### config.mk
export PLATFORM = sky130hd
export DESIGN_NAME = irq_pending_ctrl_flat
export DESIGN_NICKNAME = d
export VERILOG_FILES = /design/src/rtl/irq_pending_ctrl_if.sv /design/src/rtl/irq_pending_ctrl.sv /design/src/flat_wrapper.sv
export SDC_FILE = /design/constraint.sdc
export NUM_CORES = 1
export LEC_CHECK = 0
export BUFFER_PORTS_ARGS = -buffer_cell sky130_fd_sc_hd__buf_4
export CORE_AREA = 3 3 40 42
export DETAILED_ROUTE_END_ITERATION = 10
export DIE_AREA = 0 0 43 45
export GPL_TIMING_DRIVEN = 0
export PLACE_DENSITY = 0.71
export SYNTH_ARGS = -nofsm -noshare
export SYNTH_HDL_FRONTEND = slang
export SYNTH_SLANG_ARGS = --single-unit
### constraint.sdc
create_clock -name clk -period 1.4 [get_ports clk]
set_clock_uncertainty 0.05 [all_clocks]
set_input_delay 0.21 -clock clk [delete_from_list [all_inputs] [get_ports clk]]
set_output_delay 0.21 -clock clk [all_outputs]
set_load 0.05 [all_outputs]
### src/rtl/irq_pending_ctrl_if.sv
// Interrupt controller bus: peripheral events and enables in, req/ack/done
// handshake to the CPU trap logic, plus pending readback for CSRs.
interface irq_pending_ctrl_if #(
    parameter int NIRQ    = 4,
    parameter int CAUSE_W = 2
);
    logic [NIRQ-1:0]    irq_in;
    logic [NIRQ-1:0]    irq_en;
    logic               int_ack;
    logic               int_done;
    logic               int_req;
    logic [CAUSE_W-1:0] int_cause;
    logic               in_service;
    logic [NIRQ-1:0]    pending;

    modport master (
        output irq_in, irq_en, int_ack, int_done,
        input  int_req, int_cause, in_service, pending
    );

    modport slave (
        input  irq_in, irq_en, int_ack, int_done,
        output int_req, int_cause, in_service, pending
    );
endinterface

### src/rtl/irq_pending_ctrl.sv
// Interrupt capture-and-deliver controller: latches events into a pending register,
// presents the lowest-index enabled one via req/ack, tracks service until done.
// Build option IRQ_LEVEL_EN: level mode (pending follows irq_in, ack does not clear).
module irq_pending_ctrl #(
    parameter int NIRQ    = 4,
    parameter int CAUSE_W = 2
) (
    input  logic                 clk,
    input  logic                 clrn,
    irq_pending_ctrl_if.slave    bus
);

    typedef enum logic [1:0] {
        ST_IDLE    = 2'd0,
        ST_REQ     = 2'd1,
        ST_SERVICE = 2'd2
    } state_t;

    state_t             r_state;
    logic [NIRQ-1:0]    r_pending;
    logic               r_int_req;
    logic [CAUSE_W-1:0] r_int_cause;
    logic               r_in_service;

    logic [NIRQ-1:0]    w_masked;
    logic [CAUSE_W-1:0] w_win_idx;
    logic               w_ack_take;

    assign w_masked   = r_pending & bus.irq_en;
    assign w_ack_take = (r_state == ST_REQ) && bus.int_ack;

    // Scan from the top so the lowest set index is the last one written.
    always_comb begin
        w_win_idx = '0;
        for (int i = NIRQ - 1; i >= 0; i--) begin
            if (w_masked[i]) begin
                w_win_idx = CAUSE_W'(i);
            end
        end
    end

`ifdef IRQ_LEVEL_EN
    always_ff @(posedge clk or negedge clrn) begin
        if (!clrn) begin
            r_pending <= '0;
        end else begin
            r_pending <= bus.irq_in;
        end
    end
`else
    logic [NIRQ-1:0] r_irq_dly;
    logic [NIRQ-1:0] w_rise;
    logic [NIRQ-1:0] w_clr_mask;

    assign w_rise     = bus.irq_in & ~r_irq_dly;
    assign w_clr_mask = w_ack_take ? (NIRQ'(1) << r_int_cause) : '0;

    // Set is OR-ed in after the clear so a coincident new edge is never lost.
    always_ff @(posedge clk or negedge clrn) begin
        if (!clrn) begin
            r_irq_dly <= '0;
            r_pending <= '0;
        end else begin
            r_irq_dly <= bus.irq_in;
            r_pending <= (r_pending & ~w_clr_mask) | w_rise;
        end
    end
`endif

    always_ff @(posedge clk or negedge clrn) begin
        if (!clrn) begin
            r_state      <= ST_IDLE;
            r_int_req    <= 1'b0;
            r_int_cause  <= '0;
            r_in_service <= 1'b0;
        end else begin
            case (r_state)
                ST_IDLE: begin
                    if (|w_masked) begin
                        r_int_req   <= 1'b1;
                        r_int_cause <= w_win_idx;
                        r_state     <= ST_REQ;
                    end
                end
                ST_REQ: begin
                    if (w_ack_take) begin
                        r_int_req    <= 1'b0;
                        r_in_service <= 1'b1;
                        r_state      <= ST_SERVICE;
                    end
                end
                ST_SERVICE: begin
                    if (bus.int_done) begin
                        r_in_service <= 1'b0;
                        r_state      <= ST_IDLE;
                    end
                end
                default: begin
                    r_state      <= ST_IDLE;
                    r_int_req    <= 1'b0;
                    r_in_service <= 1'b0;
                end
            endcase
        end
    end

    assign bus.int_req    = r_int_req;
    assign bus.int_cause  = r_int_cause;
    assign bus.in_service = r_in_service;
    assign bus.pending    = r_pending;

endmodule

### src/flat_wrapper.sv
// flat-port wrapper written by rule: the top's interface ports become plain ports
module irq_pending_ctrl_flat 
#(
    parameter int NIRQ    = 4,
    parameter int CAUSE_W = 2
)
  (clk, clrn, bus_irq_in, bus_irq_en, bus_int_ack, bus_int_done, bus_int_req, bus_int_cause, bus_in_service, bus_pending);
  irq_pending_ctrl_if #(.NIRQ(NIRQ), .CAUSE_W(CAUSE_W)) bus_i ();
  input  logic clk;
  input  logic clrn;
  input wire logic [$bits(bus_i.irq_in)-1:0] bus_irq_in;
  input wire logic [$bits(bus_i.irq_en)-1:0] bus_irq_en;
  input wire logic [$bits(bus_i.int_ack)-1:0] bus_int_ack;
  input wire logic [$bits(bus_i.int_done)-1:0] bus_int_done;
  output wire logic [$bits(bus_i.int_req)-1:0] bus_int_req;
  output wire logic [$bits(bus_i.int_cause)-1:0] bus_int_cause;
  output wire logic [$bits(bus_i.in_service)-1:0] bus_in_service;
  output wire logic [$bits(bus_i.pending)-1:0] bus_pending;
  assign bus_i.irq_in = bus_irq_in;
  assign bus_i.irq_en = bus_irq_en;
  assign bus_i.int_ack = bus_int_ack;
  assign bus_i.int_done = bus_int_done;
  assign bus_int_req = bus_i.int_req;
  assign bus_int_cause = bus_i.int_cause;
  assign bus_in_service = bus_i.in_service;
  assign bus_pending = bus_i.pending;
  irq_pending_ctrl #(.NIRQ(NIRQ), .CAUSE_W(CAUSE_W)) u_core (.clk(clk), .clrn(clrn), .bus(bus_i));
endmodule
==> flow_summary_export.csv, run 1 <==
group,metric,value,unit
sta,setup_tns,0,ps
global_routing,overflow,0,
placement,placed_area,744,um^2
finish,fillers,116,
job,cap_violations,0,
floorplan,start_util,45.2,%
finish,num_antenna_cells,0,
cts,clkSinkCount,14,
sta,setup_viol,0,
global_routing,grt_pass1_wl,2140,um
floorplan,ios,20,
yosys,ys_top_cells_by_area,"dfrtp_1, o21ai_0, a21oi_1",
yosys,synth.yosys.warnings,0,
global_routing,grt_pass1_vias,513,
yosys,async_reset_ff_share,100,%
worst_setup_path,crit_start,"u_core.bus.pending[3]$_DFF_PN0_",
route,num_vias,512,
sta,final.setup.worst_slack,93.6,ps
placement,dp_slack,90.9,ps
worst_hold_path,hold_class,"in -> reg",
placement,port_buffers,19,
finish,layout-drive-gt1-share,33.3,%
worst_setup_path,arrival,1430,ps
placement,gp_congestion,0.666,
route,wirelength,1350,um
worst_setup_path,crit_fanout,3,
route,avgViaCountPerCell,5.33,
sta,hold_violations,0,
yosys,syn_area,581,um^2
yosys,syn_nets,65,
cts,clk_path_buf_depth,2,
worst_setup_path,r2r_cells,3,
route,drtPass1Iterations,4,
global_routing,antenna_found_initial,0,
finish,syn2layout_area_growth,43.1,%
pwr,ir_drop,1.10,mV
finish,final_area,831,um^2
route,drc,0,
floorplan,die_w,43,um
yosys,ys_seq_area_share,60.3,%
worst_setup_path,end_kind,"flop",
worst_setup_path,cp-endpoint,"u_core.bus.int_req$_DFFE_PN0P_",
sta,fmax,765,MHz
floorplan,die_h,45,um
pwr,leakage,0.394,nW
placement,hpwlAfterDp,1010,um
worst_setup_path,r2r_start,"u_core.bus.pending[3]$_DFF_PN0_",
floorplan,dieArea,1940,um^2
cts,cts-root-buf,"clkbuf_4",
global_routing,grt_usage,16.3,%
global_routing,grt_max_degree,15,
route,first_iter_violations,17,
cts,cts.clk_slew.worst_paths,80,ps
worst_setup_path,crit_type,"reg -> reg",
sta,rsz0062_at_grt,"false",
worst_setup_path,required,1530,ps
route,ant_nets,0,
yosys,syn_inst,53,
cts,clock_latency,290,ps
finish,nNetsFinal,94,
cts,h-tree-depth,1,
floorplan,core,1280,um^2
route,wl_per_cell,14.0,um
cts,cts_buffers,3,
sta,timing_worst_slew_pin_value,276,ps
yosys,avgSynthCellArea,11.0,um^2
pwr,powerDensity,2400,nW/um^2
worst_setup_path,r2r_setup_slack,90,ps
sta,maxSlewViolCount,0,
worst_setup_path,reg2reg_to,"u_core.bus.int_req$_DFFE_PN0P_",
yosys,ys.flop_type,"dfrtp_1",
yosys,yosysTopAreaCell,"dfrtp_1",
finish,finalCoreUtilization,64.7,%
yosys,synth_top_area_share,60.3,%
yosys,synthDistinctLibCells,19,
worst_setup_path,start_kind,"flop",
cts,cts_setup_buffers,0,
yosys,synth_edf_count,0,
outcome,status,"finished clean",
sta,period_share,93.3,%
sta,slew_headroom,81.5,%
sta,fin_crit,1310,ps
yosys,synth-seq-cells,14,
cts,cts_tree,"yes",
floorplan,rows,13,
## through the flow
step,power [mW],hold slack (ps),cells
global route,2.11,158,96
CTS,2.01,153,96
finish,1.99,157,96
global placement,1.65,16.8,87
detailed placement,1.71,16.9,87
floorplan,1.37,-136,53
## synth_stat cells (2+ instances only)
library cell / count
a21oi_1: 5
dfrtp_1: 14
inv_1: 6
nand2_1: 4
nor2_1: 2
o21ai_0: 8
o31ai_1: 2
## registers in the layout, indices dropped and copies added, names as in the netlist
register and flops:
u_core.bus.int_req 1, u_core.r_irq_dly 4, u_core.bus.in_service 1, u_core.bus.pending 4, u_core.bus.int_cause 2, u_core.r_state 2
## cells by family (layout without fill, tap and decap cells)
group,Yosys count,in the layout,share of synthesized area [%]
DFF,14,14,60.3
and+or+nand+nor,11,11,12.5
AOI/OAI and AO/OA,21,21,22.4
buffers and inverters,7,35,4.74
## cells in the final DEF (no fill, tap or decap)
cell type,count
buf_2,1
nand3b_1,1
o21ai_0,8
o22ai_1,1
clkbuf_4,3
nor3b_1,1
buf_4,19
a21oi_1,5
a21o_1,1
a22o_1,1
dlygate4sd3_1,5
o31ai_1,2
nand3b_4,1
nand4b_1,1
dfrtp_1,12
a221o_1,1
dfrtp_2,2
nand2_1,4
nand2b_1,1
inv_1,6
a32o_1,1
nor2_1,2
clkbuf_8,1
o21a_1,1
## worst min path at each step
stage	slack [ps]	start	cells past startpoint	to
global route	160	bus_int_done	3	u_core.r_state[1]$_DFFE_PN0P_
global placement	20	clrn	1	u_core.bus.pending[0]$_DFF_PN0_
finish	160	bus_irq_en[0]	3	u_core.bus.int_cause[0]$_DFFE_PN0P_
floorplan	-140	clrn	0	u_core.bus.in_service$_DFFE_PN0P_
CTS	150	bus_irq_en[0]	3	u_core.bus.int_cause[0]$_DFFE_PN0P_
detailed placement	20	clrn	1	u_core.bus.int_req$_DFFE_PN0P_
## layer usage
metal	part of all wire [%]	vias up	GRT usage (%)
met5	0	-	0
met4	3.8	0	12.7
met3	10	9	7.17
met2	49	24	27.5
met1	37	236	15.6
li1	-	243	-
## cell type report
cell class	count	area, um^2	area share (%)
flip-flops and latches	14	353	42.5
multi-input cells	32	203	24.4
repair buffers	24	193	23.2
clock buffers	4	36.3	4.37
inverters	6	22.5	2.71
well taps	15	18.8	2.26
plain buffers	1	5.00	0.602
## power by group
part / switching, mW / internal [mW]
Clock: 0.130 / 0.158
Sequential: 0.155 / 0.553
Combinational: 0.651 / 0.343
## worst max-delay path, stage by stage, from the launching register on
cell and delay (ps):
dfrtp_2 430, a22o_1 270, nand3b_4 160, a221o_1 300
## repair_timing
action	4_1_cts	5_1_grt
hold endpoints to repair	18	0
gates resized for setup	0	0
hold buffers	5	0
Note: power is estimated with default switching activity, not from simulation.
==> run 2: changes to the inputs <==
- CORE_AREA: 3 3 40 42 -> 2 2 39 41
- DIE_AREA: 0 0 43 45 -> 0 0 41 43
- clock period: 1.4 -> 1.35 ns (I/O delays scaled with it)
==> run 2 against run 1 <==
Effect of this change: register-to-register slack is essentially flat; sequential share of layout area is essentially flat; first-iteration DRC count shrank 59%; worst hold slack lost 12 ps; cell area grew 0.30%; flip-flop and latch count is the same; cell count grew 1.0%; critical path type unchanged; largest cell class unchanged; largest power group unchanged.
==> flow_summary_export.csv, run 2 (same netlist as run 1, synthesis figures left out) <==
group,metric,value,unit
outcome,status,"finished clean",
cts,h-tree-depth,1,
finish,num_antenna_cells,0,
placement,port_buffers,19,
pwr,power.total,2.03,mW
finish,syn2layout_area_growth,43.5,%
cts,clock_latency,270,ps
route,wl_per_cell,11.2,um
cts,cts.clk_slew.worst_paths,80,ps
global_routing,grt_pass1_vias,415,
worst_setup_path,required,1460,ps
cts,ctsResizeCount,0,
worst_setup_path,end_kind,"flop",
sta,fmax,790,MHz
pwr,p_sw,932,uW
floorplan,rows,14,
route,avgViaCountPerCell,4.96,
pwr,ir_drop,0.881,mV
worst_setup_path,arrival,1380,ps
global_routing,overflow,0,
floorplan,ios,20,
pwr,internal-power,1.09,mW
sta,setup_viol,0,
sta,timing_worst_slew_pin_value,282,ps
sta,setup_tns,0,ps
pwr,leakage,0.393,nW
cts,cts_setup_buffers,0,
finish,layout-drive-gt1-share,34.6,%
finish,finalCoreUtilization,60.2,%
floorplan,die_w,41,um
sta,fin_crit,1270,ps
sta,hold_violations,0,
global_routing,antenna_found_initial,0,
cts,cts_buffers,3,
global_routing,grt_pass1_wl,1770,um
route,drtPass1Iterations,4,
pwr,p_clk_share,14.5,%
pwr,switching_share,46.0,%
sta,slew_headroom,81.2,%
route,ant_nets,0,
finish,final_area,833,um^2
route,first_iter_violations,7,
route,drc,0,
cts,cts_tree,"yes",
route,num_vias,481,
cts,clk_path_buf_depth,2,
sta,period_share,93.7,%
sta,rsz0062_at_grt,"false",
worst_hold_path,hold_class,"in -> reg",
finish,regArea,354,um^2
worst_setup_path,crit_type,"reg -> reg",
placement,placed_area,747,um^2
finish,fillers,122,
route,wirelength,1090,um
finish,fin_cells,97,
placement,hpwlAfterDp,832,um
finish,mostFrequentLayoutCell,"buf_4",
worst_setup_path,start_kind,"flop",
sta,final.setup.worst_slack,84.5,ps
pwr,powerDensity,2430,nW/um^2
floorplan,dieArea,1760,um^2
placement,dp_cells,88,
cts,cts-root-buf,"clkbuf_4",
finish,nNetsFinal,94,
worst_setup_path,crit_fanout,4,
floorplan,die_h,43,um
floorplan,core,1380,um^2
pwr,power_frac_seq,35.9,%
floorplan,start_util,42.0,%
global_routing,grt_usage,15.1,%
finish,multi_input_comb_area,203,um^2
cts,clkSinkCount,14,
placement,dp_slack,88.7,ps
cts,cts_hold_buf,5,
pwr,p_comb_share,49.6,%
global_routing,grt_max_degree,15,
sta,maxSlewViolCount,0,
sta,holdWs,145,ps
job,cap_violations,0,
placement,gp_congestion,0.661,
finish,final_cell_mix,"buf_4, dfrtp_1, o21ai_0, inv_1",
==> run 2: cell counts in the layout (fill, tap and decap cells not counted) <==
No cell type changed its count.
==> run 2: metal layers <==
layer / GRT usage (%) / part of all wire, % / wire length, um
met1: 20.8 / 47 / 511
met2: 21.6 / 49 / 532
met3: 4.71 / 4.1 / 45
met4: 6.00 / 0 / 0
met5: 0 / 0 / 0
==> run 2: layout make-up <==
class                      count  area share [%]
sequential                    14            42.5
multi-input combinational     32            24.3
timing repair buffer          24            23.1
buffer                         1           0.601
inverter                       6            2.70
clock buffer                   4            4.35
tap                           16            2.40
==> run 2: final timing paths <==
check,cells after the start,to,slack [ps],from
max,3,u_core.bus.int_req$_DFFE_PN0P_,80,u_core.bus.pending[2]$_DFF_PN0_
min,3,u_core.r_state[1]$_DFFE_PN0P_,140,bus_int_done
max reg2reg,3,u_core.bus.int_req$_DFFE_PN0P_,80,u_core.bus.pending[2]$_DFF_PN0_
min reg2reg,1,u_core.bus.pending[2]$_DFF_PN0_,360,u_core.r_irq_dly[2]$_DFF_PN0_
max in group asynchronous,2,u_core.bus.pending[2]$_DFF_PN0_,810,clrn
min in group asynchronous,2,u_core.r_state[0]$_DFFE_PN0P_,260,clrn
==> run 2: worst max-delay path, stage by stage, from the launching register on <==
cell      delay (ps)
dfrtp_2          430
a22o_1           230
nand3b_4         160
a221o_1          280
==> run 2: power by group through the flow <==
stage,combinational (mW),sequential (mW),clock [mW]
after floorplan,0.329,1.09,0
after global placement,0.988,0.726,0
after detailed placement,1.00,0.735,0
after CTS,1.01,0.726,0.302
after global routing,1.09,0.751,0.333
final,1.01,0.727,0.294
==> run 3: changes to the inputs <==
- clock period: 1.35 -> 1.5 ns (I/O delays scaled with it)
==> run 3 against run 2 <==
Effect of this change: worst hold slack got worse by 140 ps; critical path depth unchanged; wire length increased by 15%; fmax decreased by 2.1%; highest routed layer is now met4; core utilization decreased by 2.4 points; clock power decreased by 7.1%.
==> flow_summary_export.csv, run 3 (same netlist as run 1, synthesis figures left out) <==
group,metric,value,unit
outcome,status,"finished clean",
floorplan,dieArea,1760,um^2
global_routing,grt_usage,16.8,%
route,ant_nets,0,
route,wl_per_cell,13.3,um
sta,setup_viol,0,
pwr,powerDensity,2310,nW/um^2
sta,maxSlewViolCount,0,
sta,timing_worst_slew_pin_value,291,ps
worst_hold_path,hold_class,"in -> reg",
global_routing,grt_pass1_vias,478,
cts,cts-root-buf,"clkbuf_4",
sta,rsz0062_at_grt,"false",
worst_setup_path,critical_path.cell_chain,"a22o_1 -> nand3b_4 -> a221o_1",
cts,clk_path_buf_depth,2,
pwr,p_sw,870,uW
sta,fin_crit,1290,ps
cts,cts_setup_buffers,0,
worst_setup_path,required,1620,ps
placement,port_buffers,19,
pwr,power.total,1.84,mW
worst_setup_path,crit_slowest_cell,"dfrtp_1",
worst_setup_path,end_kind,"flop",
placement,gp_congestion,0.784,
pwr,switching_share,47.2,%
route,wirelength,1250,um
floorplan,core,1380,um^2
floorplan,ios,20,
worst_setup_path,crit_fanout,4,
finish,fillers,125,
pwr,ir_drop,1.01,mV
worst_setup_path,start_kind,"flop",
cts,clock_latency,280,ps
global_routing,grt_max_degree,15,
pwr,power_frac_seq,35.5,%
job,cap_violations,0,
floorplan,rows,14,
pwr,leakage,0.382,nW
global_routing,overflow,0,
placement,hpwlAfterDp,875,um
worst_setup_path,crit_type,"reg -> reg",
pwr,p_clk_share,14.8,%
worst_setup_path,arrival,1420,ps
worst_setup_path,r2r_setup_slack,210,ps
route,avgViaCountPerCell,5.28,
worst_setup_path,slowest_delay,430,ps
cts,clkSinkCount,14,
cts,cts_tree,"yes",
finish,syn2layout_area_growth,37.7,%
cts,cts.clk_slew.worst_paths,90,ps
route,num_vias,496,
global_routing,grt_pass1_wl,2010,um
pwr,p_comb_share,49.7,%
sta,setup_tns,0,ps
floorplan,start_util,42.0,%
finish,num_antenna_cells,0,
finish,mostFrequentLayoutCell,"buf_4",
finish,final_cell_mix,"buf_4, dfrtp_1, o21ai_0, inv_1, a21oi_1",
floorplan,die_w,41,um
route,drc,0,
finish,layout-drive-gt1-share,32.1,%
sta,hold_violations,0,
route,first_iter_violations,15,
sta,fmax,774,MHz
cts,cts_buffers,3,
route,drtPass1Iterations,4,
sta,slew_headroom,80.5,%
finish,nNetsFinal,91,
pwr,internal-power,973,uW
sta,period_share,86.2,%
floorplan,die_h,43,um
global_routing,antenna_found_initial,0,
cts,h-tree-depth,1,
## run 3: cell count changes in the layout (fill, tap and decap cells not counted), sizes merged
cell / change
dlygate4sd3: -3
## run 3: metal layers
metal	vias to the layer above	global-route usage, %	wire, um
met2	13	24.1	596
met5	-	0	0
li1	241	-	-
met3	2	3.66	57
met4	0	8.00	14
met1	240	23.3	583
## run 3: stage by stage
stage               cell area [um^2]  utilization (%)  worst slack [ps]  instances  hold slack [ps]
floorplan                        581                -              24.5         53             -121
global placement                 743             53.7               248         88             31.7
detailed placement               743             53.7               234         88             34.2
CTS                              790             57.1               212         93             5.00
global route                     800             57.8               152         94            0.798
finish                           800             57.8               208         94             8.04
## run 3: timing repair
action,in CTS,in global routing
hold buffers,1,1
gates resized for setup,0,0
hold endpoints to repair,14,1
setup endpoints to repair,0,0
## run 3: cell type report
cell class / instances / area [um^2] / area share, %
multi-input cells: 32 / 203 / 25.4
repair buffers: 21 / 163 / 20.3
clock buffers: 4 / 36.3 / 4.54
flip-flops and latches: 14 / 350 / 43.8
well taps: 16 / 20.0 / 2.50
inverters: 6 / 22.5 / 2.82
plain buffers: 1 / 5.00 / 0.626
## run 3: power groups by stage
stage	Clock, mW	Combinational [mW]	Sequential, mW
final	0.273	0.916	0.654
after global routing	0.291	0.978	0.673
after CTS	0.276	0.915	0.648
after floorplan	0	0.296	0.977
after global placement	0	0.889	0.647
after detailed placement	0	0.908	0.651
## run 3: worst paths after layout
check,end,cells past startpoint,startpoint
worst min register to register,u_core.bus.pending[1]$_DFF_PN0_,1,u_core.r_irq_dly[1]$_DFF_PN0_
max in group asynchronous,u_core.bus.int_cause[1]$_DFFE_PN0P_,2,clrn
worst max-delay path,u_core.bus.int_req$_DFFE_PN0P_,3,u_core.bus.pending[2]$_DFF_PN0_
worst min-delay path,u_core.r_irq_dly[2]$_DFF_PN0_,1,bus_irq_in[2]
min in group asynchronous,u_core.bus.in_service$_DFFE_PN0P_,2,clrn
worst max register to register,u_core.bus.int_req$_DFFE_PN0P_,3,u_core.bus.pending[2]$_DFF_PN0_
## run 3: worst max-delay path: cells and delay by family, from the launching register on
kind | cells | cell delay [ps]
and+or+nand+nor | 1 | 160
DFF | 1 | 430
AOI/OAI and AO/OA | 2 | 540
